### config.mk
export PLATFORM = sky130hd
export DESIGN_NAME = cmd_dispatcher
export DESIGN_NICKNAME = d
export VERILOG_FILES = /design/src/rtl/cmd_dispatcher_pkg.sv /design/src/rtl/cmd_timebase.sv /design/src/rtl/cmd_dispatcher.sv
export SDC_FILE = /design/constraint.sdc
export NUM_CORES = 1
export LEC_CHECK = 0
export CAP_MARGIN = 10
export CORE_MARGIN = 2
export CORE_UTILIZATION = 30
export DETAILED_ROUTE_END_ITERATION = 12
export GPL_TIMING_DRIVEN = 1
export PLACE_DENSITY_LB_ADDON = 0.15
export SYNTH_ARGS = -nofsm -noshare
export SYNTH_HDL_FRONTEND = slang
export SYNTH_HIERARCHICAL = 1
export SYNTH_SLANG_ARGS = --single-unit
### constraint.sdc
create_clock -name clk -period 4.9 [get_ports clk]
set_input_delay 0.98 -clock clk [delete_from_list [all_inputs] [get_ports clk]]
set_output_delay 0.98 -clock clk [all_outputs]
set_load 0.1 [all_outputs]
### src/rtl/cmd_dispatcher_pkg.sv
// -----------------------------------------------------------------------------
// cmd_dispatcher_pkg
//   Shared definitions for the command dispatcher.
//   - Bit layout of the 80-bit EBI command word (addr | op | start_time | data).
//   - Local address and local opcodes handled inside the dispatcher.
//   - Dispatcher FSM state encoding.
//   - Wrap-safe "is it time yet" helper on the 32-bit timebase.
//   The EBI software-side header generator reads the same constants, so field
//   positions here must only change together with the host software.
// -----------------------------------------------------------------------------
package cmd_dispatcher_pkg;

  // Command word layout; [79:64] is the first EBI word written by the host.
  localparam int unsigned CMD_W   = 80;
  localparam int unsigned ADDR_HI = 79;
  localparam int unsigned ADDR_LO = 72;
  localparam int unsigned OP_HI   = 71;
  localparam int unsigned OP_LO   = 64;
  localparam int unsigned TIME_HI = 63;
  localparam int unsigned TIME_LO = 32;
  localparam int unsigned DATA_HI = 31;
  localparam int unsigned DATA_LO = 0;

  // Commands addressed here never reach the pin-controller bus.
  localparam logic [7:0] LOCAL_ADDR    = 8'hFF;
  localparam logic [7:0] OP_RESET_TIME = 8'h01;

  typedef enum logic [1:0] {
    StIdle,
    StLatch,
    StWaitTime,
    StWaitAck
  } disp_state_e;

  // Due once now has reached or passed start. The subtraction wraps, so the
  // comparison stays correct across the 0xFFFFFFFF -> 0 rollover as long as the
  // scheduled time lies less than 2^31 ticks away.
  function automatic logic time_due(input logic [31:0] now, input logic [31:0] start);
    logic [31:0] diff;
    diff = now - start;
    return ~diff[31];
  endfunction

endpackage

### src/rtl/cmd_timebase.sv
// -----------------------------------------------------------------------------
// cmd_timebase
//   Free-running 32-bit timebase with a clock prescaler.
//   The counter advances once every TIME_PRESCALE clock cycles and wraps.
//   A synchronous clear zeroes both the prescaler and the counter and takes
//   priority over that cycle's increment.
//
//   Ports:
//     clk      in   system clock
//     rst      in   synchronous active-high reset
//     i_clear  in   synchronous clear of prescaler and counter
//     o_time   out  current timebase value
// -----------------------------------------------------------------------------
module cmd_timebase #(
  parameter int unsigned TIME_PRESCALE = 1
) (
  input  logic        clk,
  input  logic        rst,
  input  logic        i_clear,
  output logic [31:0] o_time
);

  // A prescale below 1 is treated as 1.
  localparam int unsigned PsDiv = (TIME_PRESCALE > 1) ? TIME_PRESCALE : 1;
  localparam int unsigned PsW   = (PsDiv > 1) ? $clog2(PsDiv) : 1;
  localparam logic [PsW-1:0] PsLast = PsW'(PsDiv - 1);

  logic [PsW-1:0] r_ps;
  logic [31:0]    r_time;
  logic           w_tick;

  assign w_tick = (r_ps == PsLast);

  always_ff @(posedge clk) begin
    if (rst || i_clear) begin
      r_ps   <= '0;
      r_time <= '0;
    end else if (w_tick) begin
      r_ps   <= '0;
      r_time <= r_time + 32'd1;
    end else begin
      r_ps   <= r_ps + PsW'(1);
    end
  end

  assign o_time = r_time;

endmodule

### src/rtl/cmd_dispatcher.sv
// -----------------------------------------------------------------------------
// cmd_dispatcher
//   Consumer of the 80-bit EBI command FIFO. Pops one command, holds it until
//   its start_time on the local timebase, then either executes it locally
//   (addr 0xFF) or presents it to the pin-controller bus with req/ack.
//   A request left unacknowledged for ACK_TIMEOUT cycles is dropped and
//   reported with a one-cycle cmd_timeout pulse.
//
//   Ports:
//     clk                in   system clock
//     rst                in   synchronous active-high reset
//     cmd_fifo_data_out  in   command word, valid the cycle after rd_en
//     cmd_fifo_empty     in   FIFO empty flag
//     cmd_fifo_rd_en     out  single-cycle FIFO pop
//     bus_addr           out  target controller id
//     bus_op             out  opcode
//     bus_data           out  payload
//     bus_req            out  request, held until ack or timeout
//     bus_ack            in   target acceptance
//     current_time       out  timebase value
//     busy               out  FSM not idle
//     cmd_timeout        out  one-cycle pulse when a command is dropped
// -----------------------------------------------------------------------------
module cmd_dispatcher
  import cmd_dispatcher_pkg::*;
#(
  parameter int unsigned ACK_TIMEOUT   = 255,
  parameter int unsigned TIME_PRESCALE = 1
) (
  input  logic             clk,
  input  logic             rst,
  input  logic [CMD_W-1:0] cmd_fifo_data_out,
  input  logic             cmd_fifo_empty,
  output logic             cmd_fifo_rd_en,
  output logic [7:0]       bus_addr,
  output logic [7:0]       bus_op,
  output logic [31:0]      bus_data,
  output logic             bus_req,
  input  logic             bus_ack,
  output logic [31:0]      current_time,
  output logic             busy,
  output logic             cmd_timeout
);

  // Timeout counter only has to reach ACK_TIMEOUT-1; a zero timeout acts as 1.
  localparam int unsigned AckMax = (ACK_TIMEOUT > 0) ? ACK_TIMEOUT : 1;
  localparam int unsigned ToW    = (AckMax > 1) ? $clog2(AckMax) : 1;
  localparam logic [ToW-1:0] ToLast = ToW'(AckMax - 1);

  disp_state_e      r_state;
  logic [CMD_W-1:0] r_cmd;
  logic [ToW-1:0]   r_to_cnt;
  logic             r_bus_req;
  logic             r_timeout;
  logic [7:0]       r_bus_addr;
  logic [7:0]       r_bus_op;
  logic [31:0]      r_bus_data;

  logic [7:0]       w_addr;
  logic [7:0]       w_op;
  logic [31:0]      w_start;
  logic [31:0]      w_data;
  logic [31:0]      w_time;
  logic             w_due;
  logic             w_is_local;
  logic             w_time_clear;

  assign w_addr  = r_cmd[ADDR_HI:ADDR_LO];
  assign w_op    = r_cmd[OP_HI:OP_LO];
  assign w_start = r_cmd[TIME_HI:TIME_LO];
  assign w_data  = r_cmd[DATA_HI:DATA_LO];

  assign w_due      = time_due(w_time, w_start);
  assign w_is_local = (w_addr == LOCAL_ADDR);

  // Local time reset executes on the edge that leaves WAIT_TIME.
  assign w_time_clear = (r_state == StWaitTime) && w_due && w_is_local &&
                        (w_op == OP_RESET_TIME);

  cmd_timebase #(
    .TIME_PRESCALE (TIME_PRESCALE)
  ) u_timebase (
    .clk     (clk),
    .rst     (rst),
    .i_clear (w_time_clear),
    .o_time  (w_time)
  );

  // Combinational pop so the word is on the FIFO output during LATCH.
  assign cmd_fifo_rd_en = !rst && (r_state == StIdle) && !cmd_fifo_empty;

  always_ff @(posedge clk) begin
    if (rst) begin
      r_state    <= StIdle;
      r_cmd      <= '0;
      r_to_cnt   <= '0;
      r_bus_req  <= 1'b0;
      r_timeout  <= 1'b0;
      r_bus_addr <= '0;
      r_bus_op   <= '0;
      r_bus_data <= '0;
    end else begin
      r_timeout <= 1'b0;
      unique case (r_state)
        StIdle: begin
          if (!cmd_fifo_empty) begin
            r_state <= StLatch;
          end
        end
        StLatch: begin
          r_cmd   <= cmd_fifo_data_out;
          r_state <= StWaitTime;
        end
        StWaitTime: begin
          if (w_due) begin
            if (w_is_local) begin
              // Reset-time is applied via w_time_clear; other local ops are NOPs.
              r_state <= StIdle;
            end else begin
              r_bus_addr <= w_addr;
              r_bus_op   <= w_op;
              r_bus_data <= w_data;
              r_bus_req  <= 1'b1;
              r_to_cnt   <= '0;
              r_state    <= StWaitAck;
            end
          end
        end
        StWaitAck: begin
          // Ack is checked first so it wins over a same-cycle timeout.
          if (bus_ack) begin
            r_bus_req <= 1'b0;
            r_state   <= StIdle;
          end else if (r_to_cnt == ToLast) begin
            r_bus_req <= 1'b0;
            r_timeout <= 1'b1;
            r_state   <= StIdle;
          end else begin
            r_to_cnt <= r_to_cnt + ToW'(1);
          end
        end
        default: begin
          r_state <= StIdle;
        end
      endcase
    end
  end

  assign bus_addr     = r_bus_addr;
  assign bus_op       = r_bus_op;
  assign bus_data     = r_bus_data;
  assign bus_req      = r_bus_req;
  assign cmd_timeout  = r_timeout;
  assign busy         = (r_state != StIdle);
  assign current_time = w_time;

endmodule

=== Word level (Yosys, flattened, before mapping) ===
Index checks and enable logic that the tools add are counted.

* Flip-flop bits (word level): 173
* Input port bits: 84
* Output and inout port bits: 84
* Logic and storage cells: 64

* Add/subtract/negate cells: 4
* Equality and inequality tests: 12
* Multiplexer cells: 17
* Bitwise gates (word level): 4
* Reduce and logical (&&, ||, !) cells: 17

{| class="wikitable"
|+ Operators by type and width
! kind !! count
|-
| 32-bit by 1-bit adder with 32-bit output (second input constant) || 1
|-
| 8-bit two-way mux || 4
|-
| 32-bit subtractor || 1
|-
| 8-bit equality test (second input constant) || 2
|-
| 8-bit one-hot mux with 2 select lines || 1
|-
| 2-bit two-way mux || 5
|-
| 2-bit != test (second input constant) || 5
|-
| 8-bit by 1-bit adder with 8-bit output (second input constant) || 1
|-
| 8-bit by 1-bit equality test with 1-bit output (second input constant) || 1
|-
| 2-bit one-hot mux with 4 select lines || 1
|-
| 3-bit AND reduction || 2
|-
| 1-bit logical AND || 5
|-
| 1-bit two-way mux || 5
|-
| 5-bit AND reduction || 1
|-
| 2-bit equality test (second input constant) || 2
|-
| 1-bit inverter || 4
|-
| 4-bit AND reduction || 1
|-
| 2-bit nonzero test || 2
|-
| 3-bit != test (second input constant) || 1
|-
| 3-bit OR reduction || 1
|-
| 2-bit by 1-bit equality test with 1-bit output (second input constant) || 1
|-
| 1-bit logical NOT || 2
|-
| 2-bit logical NOT || 1
|-
| 1-bit one-hot mux with 2 select lines || 1
|-
| other kinds (3) || 3
|}

=== Longest topological paths before layout ===
* Word-level depth: 7
* Gate-level depth with buffers: 12
* Depth with buffers taken out: 12

=== Modules after synthesis ===
Netlist, hierarchy kept.

{| class="wikitable"
|+ By module, submodules not included
! module !! instances !! cells an instance !! area each (µm²) !! sequential area each (µm²)
|-
| cmd_dispatcher || 1 || 773 || 6289.8 || 2802.7
|-
| cmd_timebase || 1 || 178 || 1559.0 || 660.6
|}

=== Worst setup path before layout ===
Ideal clock, no wire load.

* Path kind: input to output
* From: input rst
* To: output cmd_fifo_rd_en
* Arrival: 3.448 ns
* Required time: 3.920 ns
* Path slack: 0.472 ns
* Stages on the path: 3
* Buffers on the path: 2
* Path through: clkbuf_1 clkbuf_1 nor3_1

* Cells in the longest elaborated chain, start to end: 3

{| class="wikitable"
|+ Ends and longest elaborated chain
! what !! RTL line !! source
|-
| from (decl) || cmd_dispatcher.sv:31 || <nowiki>input logic rst,</nowiki>
|-
| 1-bit logical NOT || cmd_dispatcher.sv:90 || <nowiki>assign cmd_fifo_rd_en = !rst && (r_state == StIdle) && !cmd_fifo_empty;</nowiki>
|-
| 1-bit logical AND (2 in series) || cmd_dispatcher.sv:90 ||
|-
| to (decl) || cmd_dispatcher.sv:34 || <nowiki>output logic cmd_fifo_rd_en,</nowiki>
|}

Every way passes these cells.

=== Final worst setup path ===
* From: register r_state[0]
* To: output busy

* Cells in the longest elaborated chain, start to end: 1

{| class="wikitable"
|+ Ends and longest elaborated chain
! what !! RTL line !! source
|-
| from (decl) || cmd_dispatcher.sv:50 || <nowiki>disp_state_e r_state;</nowiki>
|-
| from (signal assigned) || cmd_dispatcher.sv:94 || <nowiki>r_state <= StIdle;</nowiki>
|-
| from (signal assigned) || cmd_dispatcher.sv:107 || <nowiki>r_state <= StLatch;</nowiki>
|-
| from (signal assigned) || cmd_dispatcher.sv:112 || <nowiki>r_state <= StWaitTime;</nowiki>
|-
| 2-bit nonzero test || cmd_dispatcher.sv:154 || <nowiki>assign busy = (r_state != StIdle);</nowiki>
|-
| to (decl) || cmd_dispatcher.sv:41 || <nowiki>output logic busy,</nowiki>
|}

Every way passes these cells.

==> results summary <==
The area overhead of the layout relative to synthesis is 30.9%. The kind of launch point of the worst setup path is a flip-flop. The synthesized netlist occupies a cell area of 7850 um2. In this run the number of H-tree levels came out at 4. Power spread over the standard cell area amounts to 310 nW/um2. Static timing analysis puts the maximum clock frequency at 309 MHz. The horizontal die dimension came out at 166 um. The average cell area after synthesis came out at 8.25 um2. The antenna diode count came out at 0. After synthesis, the share of flip-flops with an asynchronous set or reset is 0%. The switching portion of total power came out at 28.4%. The core occupancy in the finished layout is 39.8%. The worst-case headroom to the max-slew limit came out at 27.8%.

The clock period minus worst slack came out at 3230 ps. Setup repair after global routing left no endpoint under its margin. The required time at the endpoint of the critical path is 3920 ps. The flip-flop and latch count after synthesis is 173. The tool flagged a number of max-cap violations equal to 0.

At the end of routability-driven placement, the weighted congestion stood at 0.777. The number of setup buffers added after CTS is 0. In the finished design, the share of the clock period the worst path needs comes to 66.0%.

The most numerous cell in the Yosys netlist is nand2_1. The first-iteration detailed-routing DRC count is 476. The DRC violation count after routing is 0.

The fraction of power consumed by combinational cells came out at 11.5%. The post-route cell area came out at 10300 um2. The clock network accounts for 41.8% of the total power. The switching power of the nets came out at 0.000904 W. The fraction of final layout cells with drive strength greater than 1 came out at 4.86%.

Sequential cells account for 46.8% of the total power. The sink count of the clock tree came out at 173. The overall overflow remaining after global route is 0. The gate count of the mapped netlist is 951. The first-pass GRT wire length is 34500 um.

The largest net degree at the start of global routing came out at 81. The cell area after placement came out at 9690 um2. The tree is rooted in a clkbuf_16. Global routing used 15.3% of the available tracks.

The area of the die came out at 27500 um2. The hold violation total from the final report is 0. The wire length per cell after detailed routing came out at 15.0 um. The setup path with the least slack is of type reg2out.

The distinct cell type count after synthesis is 47. The number of slew-limit violations in the final report is 0. The clock latency on the worst-skew pair came out at 430 ps.

The internal cell power is 0.00228 W. The count of synthesis-stage warnings from yosys came out at 6. The hold-fix buffer count after cts came out at 0. The number of CTS-inserted buffers came out at 17.

The height of the chip is 166 um. After floorplanning, the core was sized to cover 25800 um2. In the synthesized netlist the dominant register cell turns out to be dfxtp_1. Summed over its instances, the top area cell type makes up 44.1% of the synthesized netlist area. The standard cell with the maximum stage delay on the critical path is clkdlybuf4s50_1. Summed over all nets, the half-perimeter wirelength after detailed placement is 14300 um.

Clock-pin slew was measured on the worst setup and hold paths at 70 ps. The flow ran to the end, and the final reports show no timing, DRC or antenna violations. The biggest area consumer among synthesized cells is dfxtp_1. The post-cts sizing count is 0. The peak supply drop came out at 0.164 mV. Once layout is complete, the cells apart from fillers number 1426. The number of buffers added on ports is 167. Once detail routing completed, the nets flagged for antenna violations numbered 0. The number of nets in the final layout came out at 1195. The via count of the first global-routing pass is 6511. The aggregate routed wire length came out at 21300 um. Using the TritonRoute via totals, the vias-per-cell ratio works out to 4.82.

The critical path capture point type is a primary output. The site row count came out at 59. After synthesis, the cell types taking the most area are dfxtp_1 (44%), a21oi_1 (10%), nand2_1 (9.1%), a21bo_1 (6.1%), ha_1 (5.3%). The number of cells in the design after placement is 1394. The classification of the worst-slack hold path is reg2reg. The first-pass iteration count of the detailed router came out at 4.

The detailed-route via count came out at 6870. The critical path goes through or2_2 -> clkdlybuf4s50_1. TritonCTS built the clock tree. Of all nets on the critical path, the largest fanout is 8.

The final-layout setup total negative slack came out at 0 ps. The stage delay of the slowest cell on the critical path came out at 1130 ps. The post-synthesis net count came out at 1068.

The total I/O pin count came out at 168. The worst endpoint data arrival time came out at 2250 ps. The clock tree skew after final layout came out at 14.2 ps. The number of enable-type register cells in the synthesized netlist came out at 0. The number of antenna violations at the first check in global routing is 0. The maximum number of buffers from clock root to sink is 2. The measured slew at the worst slew-check pin came out at 1080 ps. In the synthesized netlist, the cells that appear most often are nand2_1 (190), dfxtp_1 (173), a21oi_1 (162).

The sequential element share of the synthesized area came out at 44.1%. The initial utilization of the core area, before any placement, comes to 30.4%. The final-report setup violation count came out at 0. The static leakage came out at 3.46 nW.
-- registers in the layout, indices dropped and copies added (netlist names) --
name / cells
r_to_cnt: 8
bus_op: 8
bus_addr: 8
u_timebase/o_time: 32
bus_data: 32
u_timebase/r_ps: 1
bus_req: 1
r_cmd: 80
r_state: 2
cmd_timeout: 1
-- kinds of logic (layout without fill, tap and decap cells) --
kind of cell,Yosys count,in the layout,share of synthesized area (%)
simple gates,363,363,21.6
compound gates,255,255,20.6
xor+xnor,15,15,1.67
buf+inv,107,247,6.20
flops,173,173,44.1
fa+ha+maj,33,33,5.26
mux,4,4,0.510
other cells,1,1,0.0478
-- stage by stage --
stage          total power [W]  hold slack (ps)  worst slack (ps)
2_1_floorplan          0.00174              432               472
4_1_cts                0.00324              454              1620
3_5_place_dp           0.00189              444              1730
5_1_grt                0.00334              474              1440
6_report               0.00318              452              1670
3_3_place_gp           0.00189              439              1830
-- power groups by stage --
stage                     clock network (W)  logic (W)  registers, W
final                               0.00133   0.000364       0.00149
after global routing                0.00144   0.000407       0.00149
after CTS                           0.00138   0.000373       0.00149
after detailed placement                  0   0.000371       0.00152
after global placement                    0   0.000369       0.00152
after floorplan                           0   0.000206       0.00154
-- per-layer routing --
| layer | wire, um | global-route usage, % |
|---|---|---|
| met5 | 0 | 0 |
| met4 | 216 | 4.61 |
| met3 | 743 | 2.96 |
| met2 | 9810 | 24.4 |
| met1 | 10600 | 21.0 |
-- placed cells by master, fill, tap and decap left out, drive strengths merged, types with 9 or more instances in the layout --
| cell | count |
|---|---|
| o31ai | 14 |
| nor2 | 32 |
| dfxtp | 173 |
| inv | 48 |
| nor4 | 10 |
| nor3 | 11 |
| ha | 33 |
| nand4 | 14 |
| nand2 | 190 |
| buf | 9 |
| nand3 | 61 |
| o21ai | 15 |
| or3 | 11 |
| a21oi | 162 |
| xnor2 | 11 |
| clkdlybuf4s50 | 165 |
| or4 | 12 |
| clkbuf | 17 |
| a21bo | 48 |
-- critical path: cells and delay by family, from the launching register on --
| family | cells | cell delay, ps |
|---|---|---|
| buffers and inverters | 1 | 1130 |
| DFF | 1 | 500 |
| and+or+nand+nor | 1 | 200 |
-- path summary, 6_finish.rpt --
kind / startpoint / endpoint / slack (ps) / cells past startpoint
max reg2reg: u_timebase/o_time[19] / bus_data[4] / 1750 / 9
max: r_state[0] / busy / 1670 / 2
min reg2reg: r_cmd[11] / r_cmd[11] / 450 / 2
min: r_cmd[11] / r_cmd[11] / 450 / 2
-- final cells by class --
type                       count  area [um2]
clock buffer                  17         425
clock inverter                15         153
fill                        2675       15600
inverter                      41         154
multi-input combinational    671        3930
sequential                   173        3460
tap                          335         419
timing repair buffer         174        1730
No activity file was read; power rests on OpenSTA's default activity.
==> patch 1 (config.mk and constraints unchanged) <==
Register the output `cmd_timeout` once more, with the module's reset; this adds one clock of latency there. The other outputs are not delayed to match. Comments in the files are not updated.
--- a/src/rtl/cmd_dispatcher.sv
+++ b/src/rtl/cmd_dispatcher.sv
@@ -150,7 +150,13 @@
   assign bus_op       = r_bus_op;
   assign bus_data     = r_bus_data;
   assign bus_req      = r_bus_req;
-  assign cmd_timeout  = r_timeout;
+  always_ff @(posedge clk) begin
+    if (rst) begin
+      cmd_timeout <= '0;
+    end else begin
+      cmd_timeout <= r_timeout;
+    end
+  end
   assign busy         = (r_state != StIdle);
   assign current_time = w_time;
 
Function: no difference found for any inputs over 4 cycles, from zero or initial values and one cycle with rst high; that may be too few to reach the edited logic, so the function may still have changed.
==> patch 1 against the unedited design <==
Total power increased by 1.6%. Combinational power about the same. Non-clock buffer count unchanged. Setup slack got worse by 0.019 ns. Routed wire length increased by 3.0%. Core utilization increased by 0.056 points. Design area increased by 0.43%. Area after synthesis increased by 0.27%. Worst hold slack got worse by 0.0010 ns. Sequential cell count increased by 1. Register-to-register slack got worse by 0.07 ns.
==> patch 1: results <==
sta:
  tightest_slew_ns: 1.04
  worst_clock_skew_ns: 0.0151
grt:
  grt_pass1_wl_um: 35700
  grt_pass1_vias: 6642
  grt_max_degree: 86
  grt_usage: 0.158
worst_setup_path:
  startpoint: "r_state[1]"
  r2r_end: "u_timebase/o_time[10]"
  reg2reg_from: "u_timebase/o_time[22]"
  worstRegToRegCells: 10
  cp_max_fo: 6
  r2r_setup_slack_ns: 1.68
logic_synthesis:
  synth_area_leaders: "dfxtp_1 44%, a21oi_1 10%, nand2_1 9.1%"
  async_reset_ff_frac: 0
  ys_seq_area_frac: 0.443
  synth_commonest_cells: "190 x nand2_1, 174 x dfxtp_1, 159 x a21oi_1"
  synth_fp_nets: 1071
cells_and_area:
  layout.nets: 1197
  drive_above_1_share: 0.0485
placement:
  place.gp.congestion: 0.779
  dpl.hpwl_um: 14800
drt:
  drt_iter0_drc: 401
  wl_per_cell_um: 15.4
  viasPerCell: 4.85
cts:
  h-tree-depth: 4
power:
  ir_drop_mv: 0.204
  leakagePower_nw: 3.48
  internal_power_mw: 2.29
worst_hold_path:
  holdCritStartpoint: "r_cmd[2]"
outcome:
  status: "finished clean"
[patch 1: cell count changes after synthesis, moves of 3 or more]
cell      unedited run  this run
or3_1               11         8
nand4_1             13        17
xor2_1               4        10
o311ai_0             0         3
a21oi_1            162       159
nor4_1              10         4
xnor2_1             11         5
o41ai_1              0         3
[patch 1: layer usage]
| metal | share of wire | up-vias | track usage |
|---|---|---|---|
| met5 | 0 | - | 0 |
| met4 | 0.011 | 0 | 0.0412 |
| met3 | 0.051 | 17 | 0.0419 |
| met2 | 0.46 | 128 | 0.253 |
| met1 | 0.48 | 3219 | 0.213 |
| li1 | - | 3563 | - |
[patch 1: worst min path at each step]
stage / to / cells after the start
CTS: r_cmd[5] / 2
global route: r_cmd[5] / 2
finish: r_cmd[2] / 2
global placement: r_cmd[19] / 2
detailed placement: r_cmd[5] / 2
floorplan: cmd_timeout / 1
[patch 1: per-stage QoR]
stage	cells	area, um^2	util	worst slack, ns
6_report	1428	10300	0.398	1.65
5_1_grt	1428	10300	0.398	1.38
2_1_floorplan	954	7870	-	0.469
4_1_cts	1428	10300	0.398	1.63
3_5_place_dp	1396	9720	0.375	1.72
3_3_place_gp	1396	9720	0.375	1.75
[patch 1: worst max-delay path: cells and delay by family, from the launching register on]
family	cells	cell delay, ns
buffers and inverters	1	1.14
flip-flops	1	0.50
AND/OR/NAND/NOR	1	0.21
[patch 1: cell type report]
cell class	instances	area [um^2]
Fill cell	2657	15600
Multi-Input combinational cell	670	3920
Sequential cell	174	3480
Timing Repair Buffer	174	1730
Clock buffer	17	425
Tap cell	335	419
Clock inverter	15	173
Inverter	43	161
[patch 1: cell families (layout without fill, tap and decap cells)]
| group | Yosys count | after routing | share of synthesized area |
|---|---|---|---|
| other | 1 | 1 | 0.000476 |
| AOI/OAI and AO/OA | 253 | 253 | 0.206 |
| buffers and inverters | 110 | 249 | 0.0618 |
| adders and majority gates | 33 | 33 | 0.0525 |
| DFF | 174 | 174 | 0.443 |
| xor gates and xnor gates | 15 | 15 | 0.0167 |
| and+or+nand+nor | 363 | 363 | 0.214 |
| muxes | 5 | 5 | 0.00636 |
[patch 1: power groups by stage]
stage / clock, mW / combinational [mW] / sequential [mW]
CTS: 1.43 / 0.371 / 1.49
detailed placement: 0 / 0.369 / 1.53
global placement: 0 / 0.366 / 1.53
global route: 1.47 / 0.404 / 1.50
floorplan: 0 / 0.203 / 1.54
finish: 1.37 / 0.364 / 1.49
==> patch 2 (same settings) <==
Without the edit above. Make the reset (`rst`) asynchronous in one clocked block. Comments in the files are not updated.
--- a/src/rtl/cmd_dispatcher.sv
+++ b/src/rtl/cmd_dispatcher.sv
@@ -89,7 +89,7 @@
   // Combinational pop so the word is on the FIFO output during LATCH.
   assign cmd_fifo_rd_en = !rst && (r_state == StIdle) && !cmd_fifo_empty;
 
-  always_ff @(posedge clk) begin
+  always_ff @(posedge clk or posedge rst) begin
     if (rst) begin
       r_state    <= StIdle;
       r_cmd      <= '0;
Check against the original RTL: differs if rst is asserted again (counterexample within 4 cycles, from zero or initial values and one cycle with rst high); with rst held inactive, the same outputs for 4 cycles.
==> patch 2 against the unedited design <==
Routed wire length fell by 6.7%. Area after synthesis shrank 0.49%. Sequential cell count stayed put. Clock skew up 0.0088 ns. Design area rose by 1.7%. Setup slack lost 0.13 ns.
Power is not compared: it rests on default switching activity, and its combinational part moved more than twofold at a synthesized area within 25%.
==> patch 2: results <==
worst_setup_path:
  arrival_ns: 2.39
  cpPeakStageDelay_ns: 1.21
  cp_max_fo: 7
grt:
  grt_usage: 0.150
  grt_pass1_wl_um: 31500
  grt_use_met1: 0.197
  gr-usage-met3: 0.0634
  grt_max_degree: 105
  use_met2: 0.231
worst_hold_path:
  worst_hold_path_type: "flop to flop"
placement:
  dp_slack_ns: 1.76
  dpl.hpwl_um: 13900
logic_synthesis:
  synthMuxAreaShare: 0.154
  synth-compound-area-share: 0.0795
  synth_commonest_cells: "140 x dfrtp_1, 87 x mux2_2, 70 x nand2_1"
  async_reset_ff_frac: 0.809
  ys_seq_area_frac: 0.533
  synth_fp_nets: 808
  ys_types: 51
  yosys.area_share.adder: 0.0529
  synth_area_leaders: "dfrtp_1 45%, mux2_2 13%, dfxtp_1 8.5%"
  synth_xor_area_frac: 0.0146
cells_and_area:
  layout.nets: 970
  drive_above_1_share: 0.174
  n_antenna_cell: 0
drt:
  wl_met2_um: 8870
  drt_iter0_drc: 292
  wl_met1_um: 9140
  route.met3.wl_um: 1720
  wl_per_cell_um: 16.6
outcome:
  status: "finished clean"
sta:
  slew_headroom: 0.286
  worst_clock_skew_ns: 0.0231
[patch 2: cell types whose count changed after synthesis, sizes merged, moves of 6 or more]
cell	unedited run	this run
o21ai	15	45
xnor2	11	5
buf	17	11
nor2	32	25
clkbuf	49	18
dfrtp	0	140
a21o	0	6
dfxtp	173	33
nand3	61	21
a21bo	48	0
nand2	190	70
a21oi	162	29
mux2	0	98
[patch 2: cell type report]
class,instances,area (um^2)
sequential,173,4160
tap,335,419
timing repair buffer,172,1720
clock inverter,14,175
fill,2554,15400
inverter,36,140
multi-input combinational,453,3390
clock buffer,18,439
[patch 2: through the flow]
step           std cells  hold slack [ns]
4_1_cts             1201            0.507
3_3_place_gp        1169            0.470
2_1_floorplan        691            0.460
5_1_grt             1201            0.525
6_report            1201            0.497
3_5_place_dp        1169            0.487
[patch 2: final timing paths]
kind                       depth (start not counted)  slack [ns]             startpoint      endpoint
min reg2reg                                        1        0.50              r_cmd[15]  bus_data[15]
max                                                2        1.53             r_state[1]          busy
min in group asynchronous                          2        1.26                    rst     bus_op[3]
max in group asynchronous                          3        2.77                    rst     r_cmd[47]
min                                                1        0.50              r_cmd[15]  bus_data[15]
max reg2reg                                        9        1.77  u_timebase/o_time[13]     bus_op[1]
[patch 2: cell families (layout without fill, tap and decap cells)]
group | after synthesis | after routing
and+or+nand+nor | 197 | 197
DFF | 173 | 173
AOI/OAI and AO/OA | 105 | 105
muxes | 104 | 104
buffers and inverters | 65 | 240
adders and majority gates | 33 | 33
xor gates and xnor gates | 13 | 13
other | 1 | 1
[patch 2: power by group through the flow]
stage               combinational, mW  sequential [mW]  clock, mW
finish                           3.48             2.33       1.39
global route                     3.70             2.41       1.51
CTS                              3.53             2.33       1.44
detailed placement               3.53             2.35          0
global placement                 3.50             2.35          0
floorplan                        1.21             3.79          0
